## src/rtl/encoder32_5_serial_if.sv

```systemverilog
// Handshake bundle for encoder32_5_serial: vector input side plus indexed output side.
// The slave modport is the encoder's view; the master modport is the producer/consumer view.
interface encoder32_5_serial_if;
  logic        in_valid;
  logic        in_ready;
  logic [31:0] in_vec;
  logic        out_valid;
  logic        out_ready;
  logic [4:0]  out_idx;
  logic        out_last;
  logic [5:0]  pending;
  logic        empty_err;

  modport slave (
    input  in_valid, in_vec, out_ready,
    output in_ready, out_valid, out_idx, out_last, pending, empty_err
  );

  modport master (
    output in_valid, in_vec, out_ready,
    input  in_ready, out_valid, out_idx, out_last, pending, empty_err
  );
endinterface

```

## src/rtl/encoder32_5_serial.sv

```systemverilog
// Serialising 32-to-5 encoder: latches a multi-hot vector and emits the index of each set bit,
// one per accepted beat, in LSB-first or MSB-first priority order.
module encoder32_5_serial #(
  parameter bit LSB_FIRST = 1'b1
) (
  input  logic                  clk,
  input  logic                  rst,
  encoder32_5_serial_if.slave   bus
);

  typedef enum logic [0:0] {
    IDLE = 1'b0,
    SCAN = 1'b1
  } state_e;

  state_e      state_q, state_d;
  logic [31:0] pend_q, pend_d;
  logic [5:0]  pending_q, pending_d;
  logic        empty_err_q, empty_err_d;
  logic [4:0]  pri_idx;
  logic        out_valid;
  logic        out_last;

  // Highest-priority set bit; the later match in the loop wins, so scan order selects priority.
  function automatic logic [4:0] pri_enc(input logic [31:0] v);
    logic [4:0] idx;
    idx = '0;
    if (LSB_FIRST) begin
      for (int i = 31; i >= 0; i--) begin
        if (v[i]) idx = 5'(i);
      end
    end else begin
      for (int i = 0; i < 32; i++) begin
        if (v[i]) idx = 5'(i);
      end
    end
    return idx;
  endfunction

  function automatic logic [5:0] popcount(input logic [31:0] v);
    logic [5:0] cnt;
    cnt = '0;
    for (int i = 0; i < 32; i++) begin
      cnt = cnt + {5'd0, v[i]};
    end
    return cnt;
  endfunction

  assign pri_idx   = pri_enc(pend_q);
  assign out_valid = (state_q == SCAN);
  assign out_last  = out_valid && (pending_q == 6'd1);

  assign bus.in_ready  = (state_q == IDLE);
  assign bus.out_valid = out_valid;
  assign bus.out_idx   = out_valid ? pri_idx : 5'd0;
  assign bus.out_last  = out_last;
  assign bus.pending   = pending_q;
  assign bus.empty_err = empty_err_q;

  always_comb begin
    // NOTE: every signal gets a default before the case so no path leaves it unassigned (no latch).
    state_d     = state_q;
    pend_d      = pend_q;
    pending_d   = pending_q;
    empty_err_d = 1'b0;

    unique case (state_q)
      IDLE: begin
        if (bus.in_valid) begin
          if (bus.in_vec != 32'd0) begin
            pend_d    = bus.in_vec;
            pending_d = popcount(bus.in_vec);
            state_d   = SCAN;
          end else begin
            empty_err_d = 1'b1;
          end
        end
      end
      SCAN: begin
        // Without out_ready everything holds, so the presented beat stays stable.
        if (bus.out_ready) begin
          pend_d    = pend_q & ~(32'd1 << pri_idx);
          pending_d = pending_q - 6'd1;
          if (out_last) state_d = IDLE;
        end
      end
      default: state_d = IDLE;
    endcase
  end

  always_ff @(posedge clk) begin
    // NOTE: non-blocking assignments so every register samples the pre-edge value of the others.
    if (rst) begin
      // NOTE: pend_q is cleared too, so a reset mid-SCAN discards the remaining indices.
      state_q     <= IDLE;
      pend_q      <= '0;
      pending_q   <= '0;
      empty_err_q <= 1'b0;
    end else begin
      state_q     <= state_d;
      pend_q      <= pend_d;
      pending_q   <= pending_d;
      empty_err_q <= empty_err_d;
    end
  end

endmodule

```

## src/flat_wrapper.sv

```systemverilog
// flat-port wrapper written by rule: the top's interface ports become plain ports
module encoder32_5_serial_flat 
#(
  parameter bit LSB_FIRST = 1'b1
)
  (clk, rst, bus_in_valid, bus_in_vec, bus_out_ready, bus_in_ready, bus_out_valid, bus_out_idx, bus_out_last, bus_pending, bus_empty_err);
  encoder32_5_serial_if bus_i ();
  input  logic clk;
  input  logic rst;
  input wire logic [$bits(bus_i.in_valid)-1:0] bus_in_valid;
  input wire logic [$bits(bus_i.in_vec)-1:0] bus_in_vec;
  input wire logic [$bits(bus_i.out_ready)-1:0] bus_out_ready;
  output wire logic [$bits(bus_i.in_ready)-1:0] bus_in_ready;
  output wire logic [$bits(bus_i.out_valid)-1:0] bus_out_valid;
  output wire logic [$bits(bus_i.out_idx)-1:0] bus_out_idx;
  output wire logic [$bits(bus_i.out_last)-1:0] bus_out_last;
  output wire logic [$bits(bus_i.pending)-1:0] bus_pending;
  output wire logic [$bits(bus_i.empty_err)-1:0] bus_empty_err;
  assign bus_i.in_valid = bus_in_valid;
  assign bus_i.in_vec = bus_in_vec;
  assign bus_i.out_ready = bus_out_ready;
  assign bus_in_ready = bus_i.in_ready;
  assign bus_out_valid = bus_i.out_valid;
  assign bus_out_idx = bus_i.out_idx;
  assign bus_out_last = bus_i.out_last;
  assign bus_pending = bus_i.pending;
  assign bus_empty_err = bus_i.empty_err;
  encoder32_5_serial #(.LSB_FIRST(LSB_FIRST)) u_core (.clk(clk), .rst(rst), .bus(bus_i));
endmodule
```

## config.mk

```make
export PLATFORM = sky130hd
export DESIGN_NAME = encoder32_5_serial_flat
export DESIGN_NICKNAME = d
export VERILOG_FILES = /design/src/rtl/encoder32_5_serial_if.sv /design/src/rtl/encoder32_5_serial.sv /design/src/flat_wrapper.sv
export SDC_FILE = /design/constraint.sdc
export NUM_CORES = 1
export LEC_CHECK = 0
export BUFFER_PORTS_ARGS = -buffer_cell sky130_fd_sc_hd__clkbuf_2
export CAP_MARGIN = 20
export CORE_ASPECT_RATIO = 1.1
export CORE_MARGIN = 8
export CORE_UTILIZATION = 45
export DETAILED_ROUTE_END_ITERATION = 8
export GPL_TIMING_DRIVEN = 0
export PLACE_DENSITY = 0.65
export RECOVER_POWER = 100
export SLEW_MARGIN = 20
export SYNTH_ARGS = -nofsm -noshare
export SYNTH_HDL_FRONTEND = slang
export SYNTH_SLANG_ARGS = --single-unit
export TNS_END_PERCENT = 100
```

## constraint.sdc

```tcl
create_clock -name clk -period 7.7 [get_ports clk]
set_input_delay 0.77 -clock clk [delete_from_list [all_inputs] [get_ports clk]]
set_output_delay 0.77 -clock clk [all_outputs]
set_load 0.03 [all_outputs]
```

==> flow_metrics.py <==
metrics = {
    "finish": {
        "diodes": 0,
        "utilization_pct": 51.50,
        "area_delta_synth_final_pct": 12.83,
        "drive_above_1_share_pct": 12.26,
        "final_cell_mix": "47 x inv_1, 42 x nand2_1, 40 x dfxtp_1",
        "layout_commonest_cell": "inv_1",
        "fin_nets": 535,
    },
    "clocking": {
        "cts_root_buffer": "clkbuf_8",
        "path_clk_slew_ns": 0.08,
        "cts_buffers": 5,
        "cts_buffer_depth": 2,
        "clock-sinks": 40,
        "cts_tree": "yes",
        "post_cts_resized": 0,
        "htree_levels": 2,
        "cts_hold_buffers": 0,
        "cts_setup_buffers": 0,
        "clkLatencyLatePin_ns": 0.30,
    },
    "drt": {
        "drt-wirelength-per-cell_um": 20.30,
        "drc_errors": 0,
        "ant_nets": 0,
        "wl_um": 11210,
        "drt-initial-drc-count": 263,
        "dr.pass1.iters": 5,
        "num_vias": 3486,
        "viasPerCell": 6.315,
    },
    "critical_path": {
        "cp_common_cell": "fa_1",
        "cp-start-kind": "input pin",
        "crit_type": "input pin to register",
        "critPathSlowestCell": "fa_1",
        "max_stage_delay_ns": 0.55,
        "ff2ff_path_depth": 6,
        "crit-reg2reg-launch": "u_core.pend_q[0]",
        "r2r_slack_ns": 4.64,
        "critPathLaunch": "bus_in_vec[1]",
        "cp-end-kind": "register",
        "worstPathRequired_ns": 7.91,
        "crit_path_max_fanout": 2,
        "cp.arrival_ns": 5.97,
        "endpoint": "u_core.bus.pending[4]",
        "cp_cell_sequence": "clkbuf_1 > inv_1 > ha_1 > inv_1 > fa_1 > fa_1 > fa_1 > fa_1 > fa_1 > fa_1 > inv_1 > fa_1 > fa_1 > a21o_1 > a21oi_1 > xnor2_1 > o22ai_1 > a211oi_1",
        "r2r_end": "u_core.pend_q[19]",
    },
    "run": {
        "cap_violations": 0,
    },
    "timing": {
        "worst_slew_pin_slew_ns": 0.8740,
        "maxSlewViolCount": 0,
        "fin_ws_ns": 1.940,
        "min_period_ns": 5.760,
        "relSlewSlack_pct": 41.19,
        "rsz0062_at_grt": "false",
        "hold_viol": 0,
        "setup_tns_ns": 0,
        "post-route-period-util_pct": 74.81,
        "worst_clock_skew_ns": 0.01491,
        "max_freq_mhz": 173.6,
        "setup_viol": 0,
    },
    "power_and_ir_drop": {
        "seq_power_share_pct": 20.9,
        "switchingPower_w": 0.0006076,
        "leakagePower_nw": 1.560,
        "intPower_w": 0.0006873,
        "pwr-share-clk_pct": 13.7,
        "switching_share_pct": 46.92,
        "p_per_area_nw_per_um2": 344.1,
        "power_frac_comb_pct": 65.4,
        "peakVddDrop_v": 0.0005964,
    },
    "logic_synthesis": {
        "syn-num-nets": 478,
        "yosysWarnings": 0,
        "synth_edf_count": 0,
        "post_synth_num_cell_types": 63,
        "syn_area_per_cell_um2": 8.196,
        "async_reset_ff_share_pct": 0,
        "yosysTopAreaCellShare_pct": 24.01,
        "synth_top_area_cell": "dfxtp_1",
        "syn_area_um2": 3336,
        "ys_seq_area_share_pct": 24.01,
        "netlist_top_cells_area": "dfxtp_1 24%, fa_1 14%, inv_1 5.3%, nand2_1 4.7%, ha_1 4.1%",
        "synth_cells": 407,
        "ys_seq_elements": 40,
        "synthFlopType": "dfxtp_1",
    },
    "floorplanning": {
        "rows": 33,
        "coreArea_um2": 7308,
        "die_h_um": 106.3,
        "ioPinCount": 51,
        "die_x_um": 98.09,
        "dieArea_um2": 10430,
        "initial_core_util_pct": 45.64,
    },
    "place": {
        "port_buffers": 50,
        "gp_congestion": 0.9745,
        "dpl.hpwl_um": 9161,
        "place_ws_ns": 1.650,
    },
    "grt": {
        "grt_pass1_vias": 3565,
        "overflow": 0,
        "grt_start_max_net_pins": 13,
        "grt_pass1_wl_um": 18150,
        "antenna_found_initial": 0,
        "grtUsageTotal_pct": 21.85,
    },
    "min_path": {
        "hold_class": "register to register",
    },
    "status": {
        "status": "finished clean",
    },
}
[synthesized netlist by cell type, types with 5 or more instances]
cell type	number
nand2_1	42
nor4_1	16
a22oi_1	8
fa_1	24
dfxtp_1	40
inv_1	47
and2_1	7
nand3_1	9
o21ai_0	13
nor3_1	13
ha_1	11
nor2_1	30
a32o_1	5
nor2b_1	5
clkbuf_1	14
or4_1	8
a21oi_1	18
a211oi_1	10
[area by class of cell]
| class | instances | area [µm²] |
|---|---|---|
| Buffer | 17 | 72.57 |
| Clock buffer | 6 | 72.57 |
| Clock inverter | 2 | 35.03 |
| Fill cell | 754 | 3545 |
| Inverter | 48 | 180.2 |
| Multi-Input combinational cell | 302 | 2262 |
| Sequential cell | 40 | 800.8 |
| Tap cell | 87 | 108.9 |
| Timing Repair Buffer | 50 | 231.5 |
[per-stage QoR]
step	hold WS [ns]	area [µm²]	power, W	instances
finish	0.5343	3764	0.001295	552
global route	0.5610	3764	0.001410	552
CTS	0.5248	3802	0.001316	552
detailed placement	0.5149	3695	0.001142	544
global placement	0.4962	3695	0.001121	544
floorplan	0.4649	3336	0.0008996	407
[logic make-up (layout without fill, tap and decap cells)]
family / after synthesis / in the layout / synth area share, %
simple gates: 151 / 151 / 23.93
flops: 40 / 40 / 24.01
compound gates: 111 / 111 / 24.57
fa+ha+maj: 35 / 35 / 18.53
xor+xnor: 4 / 4 / 1.050
buf+inv: 65 / 123 / 7.614
mux: 1 / 1 / 0.3001
[power groups by stage]
stage / clock [W] / combinational [W] / sequential (W)
2_1_floorplan: 0 / 0.000612 / 0.000288
4_1_cts: 0.000176 / 0.000870 / 0.000270
5_1_grt: 0.000183 / 0.000952 / 0.000275
3_5_place_dp: 0 / 0.000867 / 0.000275
6_report: 0.000177 / 0.000847 / 0.000271
3_3_place_gp: 0 / 0.000847 / 0.000274
[worst max-delay path, delay by kind of cell]
family | cells | cell delay (ns)
fa+ha+maj | 9 | 4.06
buf+inv | 4 | 0.28
xor+xnor | 1 | 0.16
compound gates | 4 | 0.72
[flip-flops by register name (all words and copies together), names as in the netlist]
| register | cells |
|---|---|
| u_core.bus.out_valid | 1 |
| u_core.pend_q | 32 |
| u_core.bus.empty_err | 1 |
| u_core.bus.pending | 6 |
[metal layers]
| layer | vias up | GRT usage, % | wire [µm] |
|---|---|---|---|
| li1 | 1601 | - | - |
| met1 | 1703 | 25.54 | 4607 |
| met2 | 153 | 38.15 | 5545 |
| met3 | 29 | 3.660 | 652 |
| met4 | 0 | 10.37 | 400 |
| met5 | - | 0 | 0 |
[worst min-delay path by stage]
stage	start	to	slack [ns]	cells after the start
6_report	u_core.pend_q[27]	u_core.pend_q[27]	0.53	2
3_5_place_dp	u_core.pend_q[28]	u_core.pend_q[28]	0.51	2
5_1_grt	u_core.bus.pending[5]	u_core.bus.pending[5]	0.56	2
3_3_place_gp	u_core.pend_q[18]	u_core.pend_q[18]	0.50	2
2_1_floorplan	u_core.pend_q[10]	u_core.pend_q[10]	0.46	2
4_1_cts	u_core.pend_q[28]	u_core.pend_q[28]	0.52	2
Note: power is estimated with default switching activity, not from simulation.
